## config.mk

```make
export PLATFORM = sky130hd
export DESIGN_NAME = verificador_nonce
export DESIGN_NICKNAME = d
export VERILOG_FILES = /design/src/rtl/verificador_nonce.sv
export SDC_FILE = /design/constraint.sdc
export NUM_CORES = 1
export LEC_CHECK = 0
export ABC_AREA = 1
export CAP_MARGIN = 10
export CORE_MARGIN = 2
export CORE_UTILIZATION = 34
export DETAILED_ROUTE_END_ITERATION = 7
export GPL_TIMING_DRIVEN = 0
export SLEW_MARGIN = 20
export SYNTH_ARGS = -nofsm -noshare
export SYNTH_HDL_FRONTEND = slang
export SYNTH_SLANG_ARGS = --single-unit
```

## constraint.sdc

```tcl
create_clock -name clk -period 2.7 [get_ports clk]
set_input_delay 0.54 -clock clk [delete_from_list [all_inputs] [get_ports clk]]
set_output_delay 0.54 -clock clk [all_outputs]
set_load 0.005 [all_outputs]
```

## src/rtl/verificador_nonce.sv

```systemverilog
// Nonce checker: mixes each candidate with a header over ROUNDS rounds and stops on a target hit.
// Latency ROUNDS+3 cycles per attempt; valid=0 for one cycle requests the next nonce, fin=1 freezes the generator.
// Optional macro VERIFICADOR_TIMEOUT_EN ends the search unsuccessfully after MAX_ATTEMPTS candidates.
module verificador_nonce #(
   parameter int ROUNDS       = 8,
   parameter int TARGET_W     = 16,
   parameter int MAX_ATTEMPTS = 1024
) (
   input  logic                clk,
   input  logic                reset_L,
   input  logic                start,
   input  logic [31:0]         header,
   input  logic [TARGET_W-1:0] target,
   input  logic [31:0]         nonce,
   output logic                valid,
   output logic                fin,
   output logic                found,
   output logic [31:0]         nonce_found,
   output logic [31:0]         hash_out,
   output logic [31:0]         attempts
);

`ifdef VERIFICADOR_TIMEOUT_EN
   localparam bit TIMEOUT_EN = 1'b1;
`else
   localparam bit TIMEOUT_EN = 1'b0;
`endif
   localparam logic [5:0]  LAST_ROUND = 6'(ROUNDS - 1);
   localparam logic [31:0] GOLDEN     = 32'h9E3779B9;
   localparam logic [31:0] MAX_ATT    = 32'(MAX_ATTEMPTS);

   typedef enum logic [2:0] {S_IDLE, S_REQ, S_LOAD, S_ROUND, S_CHECK, S_DONE} state_t;
   state_t state, state_nxt;

   logic [31:0] h;
   logic [31:0] cand;
   logic [31:0] attempts_inc;
   logic [5:0]  rcnt;
   logic        hit;
   logic        timeout;

   assign attempts_inc = (attempts == 32'hFFFF_FFFF) ? attempts : attempts + 32'd1;
   assign hit          = (h[31 -: TARGET_W] <= target);
   assign timeout      = TIMEOUT_EN && !hit && ((attempts + 32'd1) == MAX_ATT);

   always_ff @(posedge clk or negedge reset_L) begin
      if (!reset_L) state <= S_IDLE;
      else          state <= state_nxt;
   end

   always_comb begin
      state_nxt = state;
      valid     = 1'b1;
      case (state)
         S_IDLE:  if (start) state_nxt = S_REQ;
         S_REQ: begin
            valid     = 1'b0;
            state_nxt = S_LOAD;
         end
         S_LOAD:  state_nxt = S_ROUND;
         S_ROUND: if (rcnt == LAST_ROUND) state_nxt = S_CHECK;
         S_CHECK: state_nxt = (hit || timeout) ? S_DONE : S_REQ;
         S_DONE:  if (!start) state_nxt = S_IDLE;
         default: state_nxt = S_IDLE;
      endcase
   end

   // The candidate is captured in LOAD so later activity on the nonce bus cannot leak into the result.
   always_ff @(posedge clk or negedge reset_L) begin
      if (!reset_L) begin
         h           <= '0;
         cand        <= '0;
         rcnt        <= '0;
         attempts    <= '0;
         nonce_found <= '0;
         hash_out    <= '0;
         found       <= 1'b0;
         fin         <= 1'b0;
      end else begin
         case (state)
            S_IDLE: if (start) attempts <= '0;
            S_LOAD: begin
               h    <= header ^ nonce;
               cand <= nonce;
               rcnt <= '0;
            end
            S_ROUND: begin
               h    <= {h[26:0], h[31:27]} + (h ^ (GOLDEN + {26'd0, rcnt}));
               rcnt <= rcnt + 6'd1;
            end
            S_CHECK: begin
               attempts <= attempts_inc;
               if (hit) begin
                  nonce_found <= cand;
                  hash_out    <= h;
                  found       <= 1'b1;
                  fin         <= 1'b1;
               end else if (timeout) begin
                  found <= 1'b0;
                  fin   <= 1'b1;
               end
            end
            S_DONE: if (!start) fin <= 1'b0;
            default: ;
         endcase
      end
   end

endmodule

```

# Word level (Yosys, flattened, before mapping)
# Cells that the tools add are included.
dict set report word_totals {
  ff_bits 171
  inputBits 83
  output_inout_bits 99
  word_cells 50
}
dict set report op_classes {
  add_sub_neg 4
  n_lt_le_gt_ge 1
  eq_ne 12
  n_mux 14
  n_bitwise 2
  n_reduce_logical 8
}
# cell n
set op_table {}
lappend op_table {{$pmux W32 S2} 2}
lappend op_table {{$mux W32} 2}
lappend op_table {{$xor A32 B32 Y32} 2}
lappend op_table {{$add A32 B1 Y32 const B} 1}
lappend op_table {{$add A32 B32 Y32} 1}
lappend op_table {{$add A32 B6 Y32 const A} 1}
lappend op_table {{$eq A32 B32 Y1 const B} 1}
lappend op_table {{$pmux W3 S6} 1}
lappend op_table {{$le A16 B16 Y1} 1}
lappend op_table {{$mux W3} 4}
lappend op_table {{$pmux W6 S2} 1}
lappend op_table {{$ne A2 B2 Y1 const B} 5}
lappend op_table {{$reduce_and A3 Y1} 3}
lappend op_table {{$add A6 B1 Y6 const B} 1}
lappend op_table {{$eq A3 B2 Y1 const B} 2}
lappend op_table {{$eq A3 B3 Y1 const B} 2}
lappend op_table {{$eq A6 B3 Y1 const B} 1}
lappend op_table {{$reduce_bool A2 Y1} 3}
lappend op_table {{$eq A3 B1 Y1 const B} 1}
lappend op_table {{$logic_not A3 Y1} 1}
lappend op_table {{$mux W1} 3}
lappend op_table {{$pmux W1 S2} 1}
lappend op_table {{$reduce_and A2 Y1} 1}

# Depth between registers and ports, before layout
dict set report logic_depth {
  ltp_word 4
  ltp_mapped 18
}

# Worst setup path after synthesis
# Ideal clock, no wire load.
dict set report synth_path {
  path_type {flip-flop to flip-flop}
  start {register rcnt[0]}
  end {register h[31]}
  arrival_time_ps 2213
  required_time_ps 2579
  setup_slack_ps 365
  stages_incl_launch_ff 18
  path_buffers 0
  period_less_slack_ps 2335
  cell_sequence {dfrtp_1 ha_1 nand2_1 inv_1 nor2_1 nand2_1 xor2_1 ha_1 nand2_1 inv_1 a21oi_1 nand2_1 nand2_1 nand2_1 nand2_1 nand3_1 nand3_1 nand2_1}
}
dict set report synth_between {
  elab_chain_cells 4
}
# element line
set synth_rtl {}
lappend synth_rtl {{start: declaration} 38} ;# logic [5:0] rcnt;
lappend synth_rtl {{start signal: assignment} 89} ;# rcnt <= rcnt + 6'd1;
lappend synth_rtl {{$add A32 B6 Y32} 88} ;# h <= {h[26:0], h[31:27]} + (h ^ (GOLDEN + {26'd0, rcnt}));
lappend synth_rtl {{$xor A32 B32 Y32} 88}
lappend synth_rtl {{$add A32 B32 Y32} 88}
lappend synth_rtl {{$pmux W32 S2} 80} ;# case (state)
lappend synth_rtl {{end signal: assignment} 83} ;# h <= header ^ nonce;
lappend synth_rtl {{end signal: assignment} 88}
lappend synth_rtl {{end: declaration} 35} ;# logic [31:0] h;
# Every way passes these cells.
# A chain may end at the register's enable or synchronous reset.

# Worst setup path after layout
dict set report layout_path {
  start {register rcnt[1]}
  end {register h[11]}
}
# The elaborated chain is that of the path after synthesis.

==> run metrics <==
flip-flop and latch count after synthesis=between 150 and 200; Wirelength per Cell=17.1 microns; die extent in x=181 microns; TritonCTS Buffers=17; post-synth design cell area=roughly 11,000 sq um; unrepaired setup endpoints after global routing=yes; final clock period utilization by the worst path=0.956; latest clock arrival within the worst-skew pair=0.44 ns; number of vias in the routed layout=approximately 10k; type of destination of the critical path=register; Max Clk Rate=0.387 GHz; relative area change from synthesis to final layout=29.9%; count of buffer and inverter cells on the critical path=1; Total Wirelength=roughly 35,000 microns; Hold Path Stages=2; Slew @ Worst Pin=approximately 1.1 ns; floorplan die height=181 microns; critical-path cell with the highest stage delay=dfrtp_1; CP dominant cell by count=nand2_1; portion of the post-synthesis area used by sequential elements=0.404; outcome=completed; number of iterations in the first detailed-routing pass=4; root buffer cell=clkbuf_16; core area=30,700 sq um; Reg-to-Reg Start=rcnt[1]$_DFFE_PN0P_; net count of the mapped netlist=between 1.5k and 2k; pin count of the biggest net entering global routing=75; clock slew at the register clock pins of the worst setup and hold paths=~0.070 ns; time the worst path needs with I/O delays and setup=between 2 and 3 ns; number of rows created at floorplan=between 60 and 70; setup slack of the worst register-to-register path=between 0.1 and 0.15 ns; post-route clock skew=0.0140 ns; fraction of power consumed by combinational cells=0.569; synthesized area per cell=7.27 sq um; cell-by-cell trace of the critical path=ha_2, nand2_1, inv_2, nor2_4, nand2_2, xor2_1, ha_1, nand2_2, nor2_1, nand2_1, nand2_2, nand2_1, nand2_2, xor2_1, nand2_1, nand2_1; CTS Buffer Depth=2; number of clock sinks=approximately 170; remaining routing DRC violations=0; number of antenna violations at the first check in global routing=0; post-detailed-route via-to-cell ratio=around 5; overflow left after global routing=0; peak ir drop on the vdd network=between 500 and 600 uV; port bufs=about 180; number of distinct library cells after synthesis=37; diode insertion count for antenna repair=0; final slew viol count=0; Required @ worst endpoint=between 3 and 4 ns; placed wire-length estimate=approximately 28,000 microns; portion of total power attributed to the clock network=0.161; global-route wire length before repair=about 56,000 microns; Die Outline Area=32,600 sq um; final-layout worst hold slack=about 0.48 ns; max-capacitance violation count=0; clock tree from TritonCTS=built; global placement routability congestion=0.903; worst min-delay path startpoint=cand[31]$_DFFE_PN0P_; highest-count cells in the layout ignoring fill and taps=nand2_1 (475), inv_1 (215), clkdlybuf4s50_1 (180); count of final hold-check violations=0; number of nets with antenna violations after detailed routing=0; GRT Util Overall=0.220; Lkg Pwr=6.69 nW; initial core utilization=0.346; Tightest Hold Check Type=register to register; most common cell after layout, fill and taps aside=nand2_1; Flop pwr share=0.269; layout cell share with drive strength beyond 1=0.0710; Crit path arrival time=between 2 and 3 ns; H-tree lvl count=4; category of the critical setup timing path=register to register; CP Launch Type=register; internal power contribution=0.00904 W; switching power share of the total=0.467; family of cells with the greatest summed delay on the critical path=simple AND/OR/NAND/NOR gates; final-report setup violation count=0; final net count=1,798; reg2reg path depth=16; Final Core Density=0.449; Slew HR=0.277; critical path fanouts, max=4; biggest cell delay along the critical path=0.41 ns; power per unit of standard cell area=roughly 1200 nW/um^2; endpoint of the worst-slack reg-to-reg timing path=h[11]$_DFFE_PN0P_; warnings from Yosys=0; power dissipated by switching net loads=between 0.007 and 0.008 W; Top Ports=about 180; number of global-route vias before repair=roughly 10k; initial drt markers=~580; Mapped Cells=between 1k and 1.5k; count of filler cells inserted in the layout=roughly 3.2k; end point of the worst hold path=cand[31]$_DFFE_PN0P_
-- worst max-delay path by stage --
stage	startpoint	endpoint	slack [ns]	cells after the start
6_report	rcnt[1]$_DFFE_PN0P_	h[11]$_DFFE_PN0P_	0.12	16
5_1_grt	rcnt[1]$_DFFE_PN0P_	h[27]$_DFFE_PN0P_	-0.04	18
4_1_cts	rcnt[0]$_DFFE_PN0P_	h[19]$_DFFE_PN0P_	0.0006	17
3_5_place_dp	target[11]	nonce_found[24]$_DFFE_PN0P_	-0.32	11
3_3_place_gp	reset_L	nonce_found[19]$_DFFE_PN0P_	-6.30	1
2_1_floorplan	rcnt[0]$_DFFE_PN0P_	h[31]$_DFFE_PN0P_	0.37	17
-- routing by layer --
metal / GRT usage / up-vias / share of wire
met5: 0 / - / 0
met3: 0.0372 / 29 / 0.045
met1: 0.292 / 4768 / 0.46
met2: 0.374 / 264 / 0.48
li1: - / 5035 / -
met4: 0.0539 / 0 / 0.018
-- area by class of cell --
class | count | area [sq um] | area share
Multi-Input combinational cell | 1029 | 5420 | 0.393
Clock buffer | 19 | 453 | 0.0329
Clock inverter | 12 | 188 | 0.0136
Sequential cell | 171 | 4280 | 0.311
Inverter | 219 | 822 | 0.0597
Tap cell | 396 | 495 | 0.0360
Timing Repair Buffer | 187 | 1900 | 0.138
Buffer | 40 | 210 | 0.0153
-- cells in the mapped netlist --
cell | instances | area, sq um
nand2_1 | 493 | 1850
inv_1 | 216 | 811
dfrtp_1 | 171 | 4280
o21ai_0 | 101 | 505
nand3_1 | 83 | 415
nor2_1 | 75 | 282
ha_1 | 49 | 613
xor2_1 | 47 | 412
a21oi_1 | 32 | 160
o21ai_1 | 24 | 120
a22oi_1 | 23 | 173
nor3_1 | 21 | 105
buf_2 | 18 | 90.1
xnor2_1 | 18 | 158
clkbuf_1 | 15 | 56.3
nand3b_1 | 9 | 67.6
o221ai_1 | 9 | 78.8
nand4_1 | 7 | 43.8
a21o_1 | 5 | 37.5
buf_4 | 5 | 37.5
nor4_1 | 5 | 31.3
or2_2 | 5 | 31.3
nor2_4 | 4 | 45.0
inv_2 | 3 | 11.3
nor2_2 | 3 | 18.8
nor3_2 | 3 | 30.0
a31oi_1 | 2 | 12.5
buf_6 | 2 | 22.5
nand2_2 | 2 | 12.5
o21bai_1 | 2 | 15.0
a22o_1 | 1 | 8.76
and3_1 | 1 | 6.26
fa_1 | 1 | 20.0
nand3_2 | 1 | 10.0
nor3_4 | 1 | 16.3
o211ai_1 | 1 | 7.51
o22ai_1 | 1 | 6.26
-- flip-flops by register name, indices dropped and copies added (netlist names) --
signal / count
state: 3
hash_out: 32
found: 1
cand: 32
nonce_found: 32
rcnt: 6
attempts: 32
fin: 1
h: 32
-- kinds of logic (layout without fill, tap and decap cells) --
group,after synthesis,count (layout),share of synthesized area
DFF,171,171,0.404
xor gates and xnor gates,65,65,0.0537
AOI/OAI and AO/OA,201,201,0.106
and+or+nand+nor,713,713,0.280
buffers and inverters,259,477,0.0970
adders and majority gates,50,50,0.0597
-- metrics by stage --
stage / power, W / setup TNS [ns] / setup WS [ns] / instances / area (sq um)
floorplan: 0.0102 / 0 / 0.365 / 1459 / 10600
CTS: 0.0168 / 0 / 0.000634 / 2071 / 13600
detailed placement: 0.0139 / -12.63 / -0.321 / 2038 / 13000
global route: 0.0185 / -0.182 / -0.0429 / 2073 / 13800
finish: 0.0170 / 0 / 0.118 / 2073 / 13800
global placement: 0.0138 / -1084.54 / -6.30 / 2036 / 12900
-- worst reg2reg max path, stage by stage, from the launching register on --
cell	delay (ns)
dfrtp_1	0.41
ha_2	0.22
nand2_1	0.11
inv_2	0.07
nor2_4	0.10
nand2_2	0.08
xor2_1	0.15
ha_1	0.39
nand2_2	0.10
nor2_1	0.13
nand2_1	0.07
nand2_2	0.10
nand2_1	0.08
nand2_2	0.13
xor2_1	0.22
nand2_1	0.09
nand2_1	0.08
-- power by group through the flow --
stage / clock (W) / sequential (W) / combinational, W
global placement: 0 / 0.00459 / 0.00917
global route: 0.00289 / 0.00470 / 0.0109
floorplan: 0 / 0.00432 / 0.00588
finish: 0.00274 / 0.00457 / 0.00965
CTS: 0.00279 / 0.00457 / 0.00939
detailed placement: 0 / 0.00460 / 0.00926
-- repair_timing --
action / CTS / global route
pin swaps: 0 / 5
setup endpoints to repair: 13 / 33
setup buffers: 1 / 2
hold buffers: 1 / 0
resized for setup: 6 / 33
hold endpoints to repair: 28 / 0
Power figures use the tool's default switching activity.
